File: config.mk
export PLATFORM = sky130hd
export DESIGN_NAME = uart_rx_ctrl
export DESIGN_NICKNAME = d
export VERILOG_FILES = /design/src/rtl/uart_pkg.sv /design/src/rtl/uart_rx_edge_bit_counter.sv /design/src/rtl/uart_rx_ctrl.sv
export SDC_FILE = /design/constraint.sdc
export NUM_CORES = 1
export LEC_CHECK = 0
export CAP_MARGIN = 30
export CORE_MARGIN = 4
export CORE_UTILIZATION = 45
export CTS_CLUSTER_DIAMETER = 40
export DETAILED_ROUTE_END_ITERATION = 6
export PLACE_DENSITY = 0.68
export SYNTH_ARGS = -nofsm -noshare
export SYNTH_HDL_FRONTEND = slang
export SYNTH_SLANG_ARGS = --single-unit
File: constraint.sdc
create_clock -name clk -period 3.93 [get_ports clk]
set_input_delay 0.786 -clock clk [delete_from_list [all_inputs] [get_ports clk]]
set_output_delay 0.786 -clock clk [all_outputs]
set_load 0.03 [all_outputs]
File: src/rtl/uart_pkg.sv
// Shared constants for the UART receive path.
// State encoding, legal oversampling ratios, parity types.
package uart_pkg;

  typedef enum logic [2:0] {
    IDLE   = 3'd0,
    START  = 3'd1,
    DATA   = 3'd2,
    PARITY = 3'd3,
    STOP   = 3'd4,
    DONE   = 3'd5
  } rx_state_e;

  localparam logic [31:0] PRE_8  = 32'd8;
  localparam logic [31:0] PRE_16 = 32'd16;
  localparam logic [31:0] PRE_32 = 32'd32;

  localparam logic PAR_EVEN = 1'b0;
  localparam logic PAR_ODD  = 1'b1;

  function automatic logic prescale_ok(
    input logic [31:0] p
  );
    return (p == PRE_8) ||
           (p == PRE_16) ||
           (p == PRE_32);
  endfunction

endpackage

File: src/rtl/uart_rx_edge_bit_counter.sv
// Oversampling tick counter and bit counter for the UART receiver.
// Raises bit_end on the last tick of every bit.
module uart_rx_edge_bit_counter #(
  parameter int PRESCALE_W = 6,
  parameter int EDGE_W     = 5,
  parameter int BIT_W      = 4
) (
  input  logic                  clk,
  input  logic                  rst,
  input  logic                  i_en,
  input  logic                  i_clr,
  input  logic [PRESCALE_W-1:0] i_p,
  output logic [EDGE_W-1:0]     o_edge_count,
  output logic [BIT_W-1:0]      o_bit_cnt,
  output logic                  o_bit_end
);

  logic [EDGE_W-1:0] r_edge;
  logic [BIT_W-1:0]  r_bit;
  logic [EDGE_W-1:0] w_last_tick;
  logic              w_last;

  assign w_last_tick = EDGE_W'(i_p - PRESCALE_W'(1));
  assign w_last      = (r_edge == w_last_tick);
  assign o_bit_end   = i_en && w_last;

  always_ff @(posedge clk or negedge rst) begin
    if (!rst) begin
      r_edge <= '0;
      r_bit  <= '0;
    end else begin
      if (!i_en || w_last)
        r_edge <= '0;
      else
        r_edge <= r_edge + EDGE_W'(1);
      if (i_clr)
        r_bit <= '0;
      else if (o_bit_end)
        r_bit <= r_bit + BIT_W'(1);
    end
  end

  assign o_edge_count = r_edge;
  assign o_bit_cnt    = r_bit;

endmodule

File: src/rtl/uart_rx_ctrl.sv
// UART receive frame controller: start detect, LSB-first deserializer,
// parity/stop checks and one-cycle result pulses.
module uart_rx_ctrl
  import uart_pkg::*;
#(
  parameter int DATA_WIDTH = 8,
  parameter int PRESCALE_W = 6,
  parameter int EDGE_W     = 5
) (
  input  logic                  clk,
  input  logic                  rst,
  input  logic                  RX_IN,
  input  logic [PRESCALE_W-1:0] Prescale,
  input  logic                  PAR_EN,
  input  logic                  PAR_TYP,
  input  logic                  sampled_bit,
  output logic                  data_sample_en,
  output logic [EDGE_W-1:0]     edge_count,
  output logic [DATA_WIDTH-1:0] P_DATA,
  output logic                  data_valid,
  output logic                  parity_error,
  output logic                  stop_error
);

  localparam int BIT_W = $clog2(DATA_WIDTH) + 1;

  rx_state_e             r_state;
  logic [PRESCALE_W-1:0] r_p;
  logic                  r_pen;
  logic                  r_ptyp;
  logic [DATA_WIDTH-1:0] r_shreg;
  logic [DATA_WIDTH-1:0] r_data;
  logic                  r_par_err;
  logic                  r_sample_en;
  logic                  r_dv;
  logic                  r_pe;
  logic                  r_se;

  logic [BIT_W-1:0]      w_bit_cnt;
  logic                  w_bit_end;
  logic                  w_last_data;
  logic                  w_clr;

  assign w_clr       = (r_state != DATA);
  assign w_last_data = (w_bit_cnt == BIT_W'(DATA_WIDTH - 1));

  uart_rx_edge_bit_counter #(
    .PRESCALE_W (PRESCALE_W),
    .EDGE_W     (EDGE_W),
    .BIT_W      (BIT_W)
  ) u_cnt (
    .clk          (clk),
    .rst          (rst),
    .i_en         (r_sample_en),
    .i_clr        (w_clr),
    .i_p          (r_p),
    .o_edge_count (edge_count),
    .o_bit_cnt    (w_bit_cnt),
    .o_bit_end    (w_bit_end)
  );

  always_ff @(posedge clk or negedge rst) begin
    if (!rst) begin
      r_state     <= IDLE;
      r_p         <= '0;
      r_pen       <= 1'b0;
      r_ptyp      <= 1'b0;
      r_shreg     <= '0;
      r_data      <= '0;
      r_par_err   <= 1'b0;
      r_sample_en <= 1'b0;
      r_dv        <= 1'b0;
      r_pe        <= 1'b0;
      r_se        <= 1'b0;
    end else begin
      r_dv <= 1'b0;
      r_pe <= 1'b0;
      r_se <= 1'b0;
      case (r_state)
        IDLE: begin
          if (!RX_IN && prescale_ok(32'(Prescale))) begin
            r_state     <= START;
            r_sample_en <= 1'b1;
            r_p         <= Prescale;
            r_pen       <= PAR_EN;
            r_ptyp      <= PAR_TYP;
            r_par_err   <= 1'b0;
          end
        end
        START: begin
          if (w_bit_end) begin
            if (sampled_bit) begin
              r_state     <= IDLE;
              r_sample_en <= 1'b0;
            end else begin
              r_state <= DATA;
            end
          end
        end
        DATA: begin
          if (w_bit_end) begin
            // Right shift: after DATA_WIDTH bits the first bit sits in bit 0.
            r_shreg <= {sampled_bit, r_shreg[DATA_WIDTH-1:1]};
            if (w_last_data)
              r_state <= r_pen ? PARITY : STOP;
          end
        end
        PARITY: begin
          if (w_bit_end) begin
            r_par_err <= (sampled_bit != (^r_shreg ^ r_ptyp));
            r_state   <= STOP;
          end
        end
        STOP: begin
          if (w_bit_end) begin
            r_state     <= DONE;
            r_sample_en <= 1'b0;
            r_pe        <= r_par_err;
            r_se        <= ~sampled_bit;
            r_dv        <= ~r_par_err & sampled_bit;
            if (~r_par_err & sampled_bit)
              r_data <= r_shreg;
          end
        end
        DONE: begin
          r_state <= IDLE;
        end
        default: begin
          r_state     <= IDLE;
          r_sample_en <= 1'b0;
        end
      endcase
    end
  end

  assign data_sample_en = r_sample_en;
  assign P_DATA         = r_data;
  assign data_valid     = r_dv;
  assign parity_error   = r_pe;
  assign stop_error     = r_se;

endmodule

==> metrics.txt, run 1 <==
Routed Wire Length=3960 um; half-perimeter wire length after detailed placement=2910 um; design area=2430 sq um; Synth Area in Compound Gates=9.74%; 1st-iter DRT viols=83; Final nets=219; Mapped Cells=174; DRT Pass-1 Iters=4; Min-Delay Path Class=reg2reg; VDD IR max=0.000302 V; Worst Hold Launch=P_DATA[1]$_DFFE_PN0P_; P_leak=1.09 nW; clk buf depth=2; Crit-path slowest cell=or4_1; final worst-path cycle share=69.4%; combinational power share=32.4%; maximum capacitance violations=0; # IOs=29; first-pass GRT wire length=6870 um; Register-to-Register Path Depth=8; pwr dens=567 nW/um^2; mean post-synth cell area=11.4 sq um; CP required=4.11 ns; fraction of the mapped netlist area in adder cells=1.88%; number of synthesized register bits=40; Die W=74.5 um; register area share after synthesis=50.3%; slowest stage delay, CP=0.76 ns; area share of and/or/nand/nor cells after synthesis=12.8%; crit end category=flop; die area=5550 sq um; crit path max fanout=12; grt met1 use=21.2%; sw power=0.000461 W; CTS tree=done; n_diodes=0; Root Driver=clkbuf_8; IO Port Bufs=28; Antenna Nets Post-Route=0; XOR/XNOR Fraction of Synth Area=8.79%; main combinational cell family by area after synthesis=multiplexers; global route overflow=0; placed inst area=2310 sq um; register area=1000 sq um; f_max=367 MHz; Most Crowded Layer GR=met2; global placement routability congestion=0.802; Chip Height=74.5 um; Seq pwr share=41.9%; ys async rst share=100%; vias in the first global route=1516; Core Region=4140 sq um; initial antenna violation count=0; mux cell area share after synthesis=13.8%; worst r2r src=r_p[0]$_DFFE_PN0P_; count of final hold-check violations=0; synthesized cell area=1990 sq um; vias=1406; Num Clock Sinks=40; gr usage total=16.4%; Synthesized Nets=189; Clock Power Share=25.6%; crit path cell chain=inv_1, ha_1, xnor2_1, a211oi_2, o311ai_1, buf_4, or4_1, mux2_4; multi-input logic area=937 sq um; Reg clk slew, reported paths=0.08 ns; via/cell ratio=5.51; hold endpoint=P_DATA[1]$_DFFE_PN0P_; setup TNS=0 ns; Post-synth EDFFs=0; CTS Hold Buffers Added=0; # rows=23; Critical R2R Capture=P_DATA[2]$_DFFE_PN0P_; Crit Path Class=reg2reg; Max Transition Viols Final=0; skew final=0.0121 ns; Worst setup SP type=flop; Worst R2R Setup Slack=1.20 ns; RSZ-0062 raised after global routing=false; minimum clock period after layout=2.73 ns; drt drc=0; H-Tree Depth=2; Pint=0.000915 W; Initial Util=48.1%; M3 GR Usage=5.00%; result of the run=complete, no violations; largest net degree at the start of global routing=41; Num CTS Buffers=5; synthesis-to-finish area growth=21.9%; clk_lat worst skew=0.29 ns; Distinct cells, synth=44; Sw Share=33.5%; yosys warns=0; wire per inst=15.5 um; Hold Path Depth=1; Synth Flop Type=dfrtp_1; GRT met2 Usage=26.0%; final setup vio count=0; # Post-CTS Setup Buffers=0; Worst Path Arrival=2.91 ns; share of cells above drive strength 1=16.6%; worst-margin pin slew=0.865 ns; Resize count post-CTS=0; filler instances=353; Max-slew headroom=42.3%
## Yosys cell counts (2+ instances only)
cell type  instances  area share (%)
a21oi_1            9             2.3
inv_1              6             1.1
or2_2              2            0.63
mux2_2            11             6.2
xnor2_1           13             5.7
clkbuf_1           4            0.75
nand2_1           11             2.1
nand3_1            6             1.5
nor2_1            10             1.9
ha_1               3             1.9
mux2i_1            2             1.0
o21ai_0            6             1.5
nor3_1             6             1.5
dfrtp_1           40              50
xor2_1             7             3.1
mux2_4             8             6.0
or4_1              3             1.1
## state kept, by name, summed over array words and instances (netlist names)
signal              cells
P_DATA                  8
data_sample_en          1
data_valid              1
parity_error            1
r_p                     5
r_par_err               1
r_pen                   1
r_ptyp                  1
r_shreg                 8
r_state                 3
stop_error              1
u_cnt.o_bit_cnt         4
u_cnt.o_edge_count      5
## worst max path at each step
stage                             from                    end  slack (ns)
floorplan           r_p[0]$_DFFE_PN0P_  P_DATA[0]$_DFFE_PN0P_        1.64
global placement    r_p[0]$_DFFE_PN0P_  P_DATA[1]$_DFFE_PN0P_        1.30
detailed placement  r_p[0]$_DFFE_PN0P_  P_DATA[2]$_DFFE_PN0P_        1.20
CTS                 r_p[0]$_DFFE_PN0P_  P_DATA[2]$_DFFE_PN0P_        1.19
global route        r_p[1]$_DFFE_PN0P_  P_DATA[2]$_DFFE_PN0P_        1.06
finish              r_p[0]$_DFFE_PN0P_  P_DATA[2]$_DFFE_PN0P_        1.20
## per-stage QoR
step | util [%] | hold slack, ns | worst slack [ns] | instances | total power (W)
2_1_floorplan | - | 0.486 | 1.64 | 174 | 0.000905
3_3_place_gp | 55.6 | 0.498 | 1.30 | 247 | 0.00101
3_5_place_dp | 55.6 | 0.501 | 1.20 | 247 | 0.00103
4_1_cts | 58.6 | 0.520 | 1.19 | 255 | 0.00139
5_1_grt | 58.6 | 0.530 | 1.06 | 255 | 0.00147
6_report | 58.6 | 0.516 | 1.20 | 255 | 0.00138
## area by class of cell
| class | instances | area share (%) |
|---|---|---|
| sequential | 40 | 41.2 |
| multi-input combinational | 122 | 38.6 |
| timing repair buffer | 29 | 11.6 |
| clock buffer | 6 | 3.40 |
| tap | 50 | 2.58 |
| clock inverter | 2 | 1.60 |
| inverter | 6 | 0.928 |
## power groups by stage
stage               clock [W]  sequential, W  combinational [W]
floorplan                   0       0.000564           0.000341
global placement            0       0.000580           0.000425
detailed placement          0       0.000585           0.000445
CTS                  0.000363       0.000577           0.000449
global route         0.000381       0.000590           0.000498
finish               0.000353       0.000577           0.000447
## kinds of logic after synthesis
group	count (synthesis)
compound gates	28
flops	40
fa+ha+maj	3
simple gates	49
buf+inv	12
mux	22
xor+xnor	20
## placed cells by master, fill, tap and decap left out, drive strengths merged, types with 2 or more instances in the layout
master,n
clkbuf,6
nand2,11
nor3,6
mux2,20
ha,3
buf,2
inv,6
or4,3
clkdlybuf4s50,27
a21oi,9
nand3,6
o311ai,2
o21ai,6
nor2,10
or2,2
dfrtp,40
xor2,7
xnor2,13
mux2i,2
## worst max-delay path, delay by kind of cell, from the launching register on
kind / cells / cell delay (ns)
compound gates: 2 / 0.38
fa+ha+maj: 1 / 0.30
mux: 1 / 0.39
buf+inv: 2 / 0.26
simple gates: 1 / 0.76
flops: 1 / 0.38
xor+xnor: 1 / 0.14
## routing by layer
layer / up-vias / wire length [um] / share of wire, %
li1: 674 / - / -
met1: 669 / 1760 / 45
met2: 55 / 1880 / 47
met3: 8 / 260 / 6.6
met4: 0 / 56 / 1.4
met5: - / 0 / 0
(Power assumes the default switching activity.)
==> run 2, diff against run 1 <==
Clock period 3.93 ns to 2.75 ns, I/O delays scaled along.
==> metrics.txt, run 2 (synthesis gave the netlist of run 1 again) <==
result of the run=complete, no violations; register area=1000 sq um (unchanged); n_diodes=0 (unchanged); setup TNS=0 ns (unchanged); clk_lat worst skew=0.29 ns (about the same); multi-input logic area=937 sq um (unchanged); H-Tree Depth=2 (unchanged); CTS Hold Buffers Added=0 (unchanged); Max-slew headroom=41.4% (-0.94 points); # IOs=29 (unchanged); Worst Path Arrival=2.79 ns (-0.12 ns); gr usage total=16.9% (+0.50 points); crit path max fanout=8 (-4); crit end category=flop; drt drc=0 (unchanged); VDD IR max=0.000488 V (+62%); Routed Wire Length=4160 um (+4.9%); clk buf depth=2 (unchanged); Worst setup SP type=flop; # rows=23 (unchanged); CTS tree=done; worst-margin pin slew=0.879 ns (+0.0141 ns); Initial Util=48.1% (unchanged); 1st-iter DRT viols=93 (+12%); filler instances=363 (+2.8%); Num CTS Buffers=5 (unchanged); Num Clock Sinks=40 (unchanged); Chip Height=74.5 um (unchanged); pwr dens=774 nW/um^2 (+36%); CP required=2.93 ns (-1.18 ns); IO Port Bufs=28 (unchanged); synthesis-to-finish area growth=19.7%; final setup vio count=0 (unchanged); maximum capacitance violations=0 (unchanged); Register-to-Register Path Depth=7 (-1); largest net degree at the start of global routing=41 (unchanged); global route overflow=0 (unchanged); Antenna Nets Post-Route=0 (unchanged); commonest cells after routing, fill and taps aside=dfrtp_1, clkdlybuf4s50_1, xnor2_1; f_max=384 MHz (+4.7%); Max Transition Viols Final=0 (unchanged); worst r2r src=r_p[0]$_DFFE_PN0P_; DRT Pass-1 Iters=4 (unchanged); initial antenna violation count=0 (unchanged); P_leak=1.07 nW (-1.9%); WP buf/inv=1 (-1); crit-path leading delay family=simple AND/OR/NAND/NOR gates; count of final hold-check violations=0 (unchanged); final worst-path cycle share=94.7% (+25 points); skew final=0.00588 ns (-0.00621 ns); RSZ-0062 raised after global routing=false; Die W=74.5 um (unchanged); Resize count post-CTS=0 (unchanged); vias=1434 (+2.0%); Crit Path Class=reg2reg; Root Driver=clkbuf_8; share of cells above drive strength 1=15.7% (-0.90 points); placed cell count=247 (unchanged); Worst R2R Setup Slack=0.15 ns (-1.06 ns); crit path cell chain=inv_1, ha_1, nand4bb_1, a211oi_2, o311ai_1, or4_1, mux2_4; vias in the first global route=1471 (-3.0%); Crit-path slowest cell=or4_1; wire per inst=16.4 um (+5.3%); minimum clock period after layout=2.60 ns (-0.122 ns); Reg clk slew, reported paths=0.08 ns (about the same); via/cell ratio=5.65 (+2.4%); first-pass GRT wire length=7110 um (+3.4%); # Post-CTS Setup Buffers=0 (unchanged); final cell count without fillers=254 (-0.39%); commonest non-fill, non-tap cell in the layout=dfrtp_1; Final nets=219 (unchanged); Critical R2R Capture=P_DATA[1]$_DFFE_PN0P_; slowest stage delay, CP=0.79 ns (+0.03 ns); die area=5550 sq um (unchanged); Min-Delay Path Class=in2async; Core Region=4140 sq um (unchanged); half-perimeter wire length after detailed placement=3000 um (+3.2%); global placement routability congestion=0.803 (+0.12%)
-- run 2: cell types whose count changed in the layout (fill, tap and decap cells not counted), sizes merged --
cell    delta
bufinv     -1
-- run 2: area by class of cell --
class,instances,area share [%]
Sequential cell,40,42.0
Multi-Input combinational cell,122,39.3
Timing Repair Buffer,29,11.9
Clock buffer,6,3.04
Tap cell,50,2.62
Inverter,6,0.945
Clock inverter,1,0.210
-- run 2: report_power, final --
part / leakage, nW / internal (W) / switching, W / total, W
Clock: 0.0410 / 0.000173 / 0.000200 / 0.000373
Sequential: 0.517 / 0.000690 / 0.000138 / 0.000828
Combinational: 0.516 / 0.000320 / 0.000323 / 0.000643
-- run 2: how the worst max path moves through the flow --
stage | startpoint | end | slack (ns) | depth (start not counted)
floorplan | r_p[0]$_DFFE_PN0P_ | P_DATA[0]$_DFFE_PN0P_ | 0.46 | 8
global placement | r_p[0]$_DFFE_PN0P_ | P_DATA[2]$_DFFE_PN0P_ | 0.27 | 7
detailed placement | r_p[0]$_DFFE_PN0P_ | P_DATA[5]$_DFFE_PN0P_ | 0.14 | 7
CTS | r_p[0]$_DFFE_PN0P_ | P_DATA[0]$_DFFE_PN0P_ | 0.12 | 7
global route | r_p[0]$_DFFE_PN0P_ | P_DATA[0]$_DFFE_PN0P_ | 0.04 | 7
finish | r_p[0]$_DFFE_PN0P_ | P_DATA[1]$_DFFE_PN0P_ | 0.15 | 7
-- run 2: metal layers --
layer / GRT usage [%] / share of wire (%) / up-vias
li1: - / - / 671
met1: 22.8 / 44 / 707
met2: 26.2 / 48 / 50
met3: 5.54 / 6.5 / 6
met4: 4.94 / 1.3 / 0
met5: 0 / 0 / -
-- run 2: per-stage QoR --
stage | cell area [sq um] | utilization (%) | total power, W | setup WS (ns) | hold WS [ns]
CTS | 2380 | 57.5 | 0.00185 | 0.122 | 0.405
global route | 2380 | 57.5 | 0.00197 | 0.0418 | 0.450
detailed placement | 2310 | 55.6 | 0.00148 | 0.137 | 0.503
finish | 2380 | 57.5 | 0.00184 | 0.145 | 0.366
global placement | 2310 | 55.6 | 0.00144 | 0.268 | 0.498
floorplan | 1990 | - | 0.00129 | 0.458 | 0.254
==> run 3, diff against run 2 <==
Settings changed: ABC_CLOCK_PERIOD_IN_PS set to 2750, CTS_BUF_LIST set to sky130_fd_sc_hd__clkbuf_4 sky130_fd_sc_hd__clkbuf_8.
==> metrics.txt, run 3 (synthesis gave the netlist of run 1 again) <==
design area=2390 sq um (+0.16%); Root Driver=clkbuf_8; skew final=0.00377 ns (-0.00211 ns); filler instances=363 (unchanged); final cell count without fillers=254 (unchanged); commonest cells after routing, fill and taps aside=dfrtp_1, clkdlybuf4s50_1, xnor2_1; Final Core Density=57.6% (+0.091 points); final worst-path cycle share=94.9% (+0.18 points); RSZ-0062 raised after global routing=false; largest net degree at the start of global routing=41 (unchanged); 1st-iter DRT viols=76 (-18%); final setup vio count=0 (unchanged); first-pass GRT wire length=7100 um (about the same); # IOs=29 (unchanged); placed inst area=2310 sq um (unchanged); GRT met2 Usage=26.3% (+0.098 points); vias=1434 (unchanged); slowest stage delay, CP=0.79 ns (about the same); Final nets=219 (unchanged); via/cell ratio=5.65 (unchanged); Max Transition Viols Final=0 (unchanged); placed cell count=247 (unchanged); Reg clk slew, reported paths=0.07 ns (about the same); global route overflow=0 (unchanged); worst-margin pin slew=0.882 ns (+0.00227 ns); CP required=2.93 ns (about the same); Routed Wire Length=4120 um (-0.75%); Initial Util=48.1% (unchanged); synthesis-to-finish area growth=19.8%; drt drc=0 (unchanged); half-perimeter wire length after detailed placement=3000 um (unchanged); Num Clock Sinks=40 (unchanged); CTS tree=done; crit end category=flop; clk buf depth=2 (unchanged); IO Port Bufs=28 (unchanged); DRT Pass-1 Iters=4 (unchanged); die area=5550 sq um (unchanged); share of cells above drive strength 1=16.2% (+0.49 points); crit path max fanout=8 (unchanged); f_max=383 MHz (-0.19%); Worst Path Arrival=2.79 ns (about the same); grt met1 use=22.6% (-0.17 points); commonest non-fill, non-tap cell in the layout=dfrtp_1; initial antenna violation count=0 (unchanged); Worst setup SP type=flop; Max-slew headroom=41.2% (-0.15 points); minimum clock period after layout=2.61 ns (+0.00492 ns); Chip Height=74.5 um (unchanged); vias in the first global route=1474 (+0.20%); Min-Delay Path Class=in2async; VDD IR max=0.000491 V (+0.48%); crit path cell chain=inv_1, ha_1, nand4bb_1, a211oi_2, o311ai_1, or4_1, mux2_4; count of final hold-check violations=0 (unchanged); Core Region=4140 sq um (unchanged); n_diodes=0 (unchanged); clk_lat worst skew=0.29 ns (about the same); P_leak=1.08 nW (+0.32%); Crit Path Class=reg2reg; Crit-path slowest cell=or4_1; wire per inst=16.2 um (-0.75%); setup TNS=0 ns (unchanged); Most Crowded Layer GR=met2; # rows=23 (unchanged); maximum capacitance violations=0 (unchanged); M3 GR Usage=5.54% (unchanged); result of the run=complete, no violations; Hold WS=0.369 ns (+0.00293 ns); CTS Hold Buffers Added=0 (unchanged); H-Tree Depth=2 (unchanged); Die W=74.5 um (unchanged); # Post-CTS Setup Buffers=0 (unchanged); Resize count post-CTS=0 (unchanged); pwr dens=775 nW/um^2 (+0.11%); global placement routability congestion=0.803 (unchanged); gr usage total=16.9% (-0.028 points); Num CTS Buffers=5 (unchanged); Antenna Nets Post-Route=0 (unchanged)
[run 3: cell type report]
class                   instances  area, sq um  area share [%]
clock inverters                 1         5.00           0.210
clock buffers                   6         76.3            3.20
repair buffers                 29          283            11.8
inverters                       6         22.5           0.943
flip-flops and latches         40         1000            41.9
multi-input cells             122          937            39.3
well taps                      50         62.6            2.62
[run 3: routing by layer]
layer | share of wire [%] | vias up
met5 | 0 | -
met3 | 6.2 | 8
met2 | 48 | 47
li1 | - | 671
met4 | 1.4 | 0
met1 | 44 | 708
[run 3: worst max-delay path: cells and delay by family, from the launching register on]
kind	cells	cell delay [ns]
mux	1	0.38
fa+ha+maj	1	0.22
buf+inv	1	0.09
flops	1	0.40
simple gates	2	0.95
compound gates	2	0.45
[run 3: worst paths after layout]
kind | depth (start not counted) | startpoint | slack (ns) | endpoint
worst min-delay path | 1 | rst | 0.37 | r_shreg[6]$_DFFE_PN0P_
worst max-delay path | 7 | r_p[0]$_DFFE_PN0P_ | 0.14 | P_DATA[1]$_DFFE_PN0P_
worst max register to register | 7 | r_p[0]$_DFFE_PN0P_ | 0.14 | P_DATA[1]$_DFFE_PN0P_
min in group clk | 1 | P_DATA[0]$_DFFE_PN0P_ | 0.52 | P_DATA[0]$_DFFE_PN0P_
worst min register to register | 1 | P_DATA[0]$_DFFE_PN0P_ | 0.52 | P_DATA[0]$_DFFE_PN0P_
max in group asynchronous | 1 | rst | 1.82 | u_cnt.o_bit_cnt[0]$_DFFE_PN0P_
[run 3: stage by stage]
step	power [W]	worst slack [ns]
detailed placement	0.00148	0.137
CTS	0.00186	0.120
floorplan	0.00129	0.458
finish	0.00185	0.140
global placement	0.00144	0.268
global route	0.00198	0.0427
[run 3: report_power, final]
part,internal [W],switching [W]
sequential,0.000690,0.000138
clock,0.000182,0.000196
combinational,0.000320,0.000322
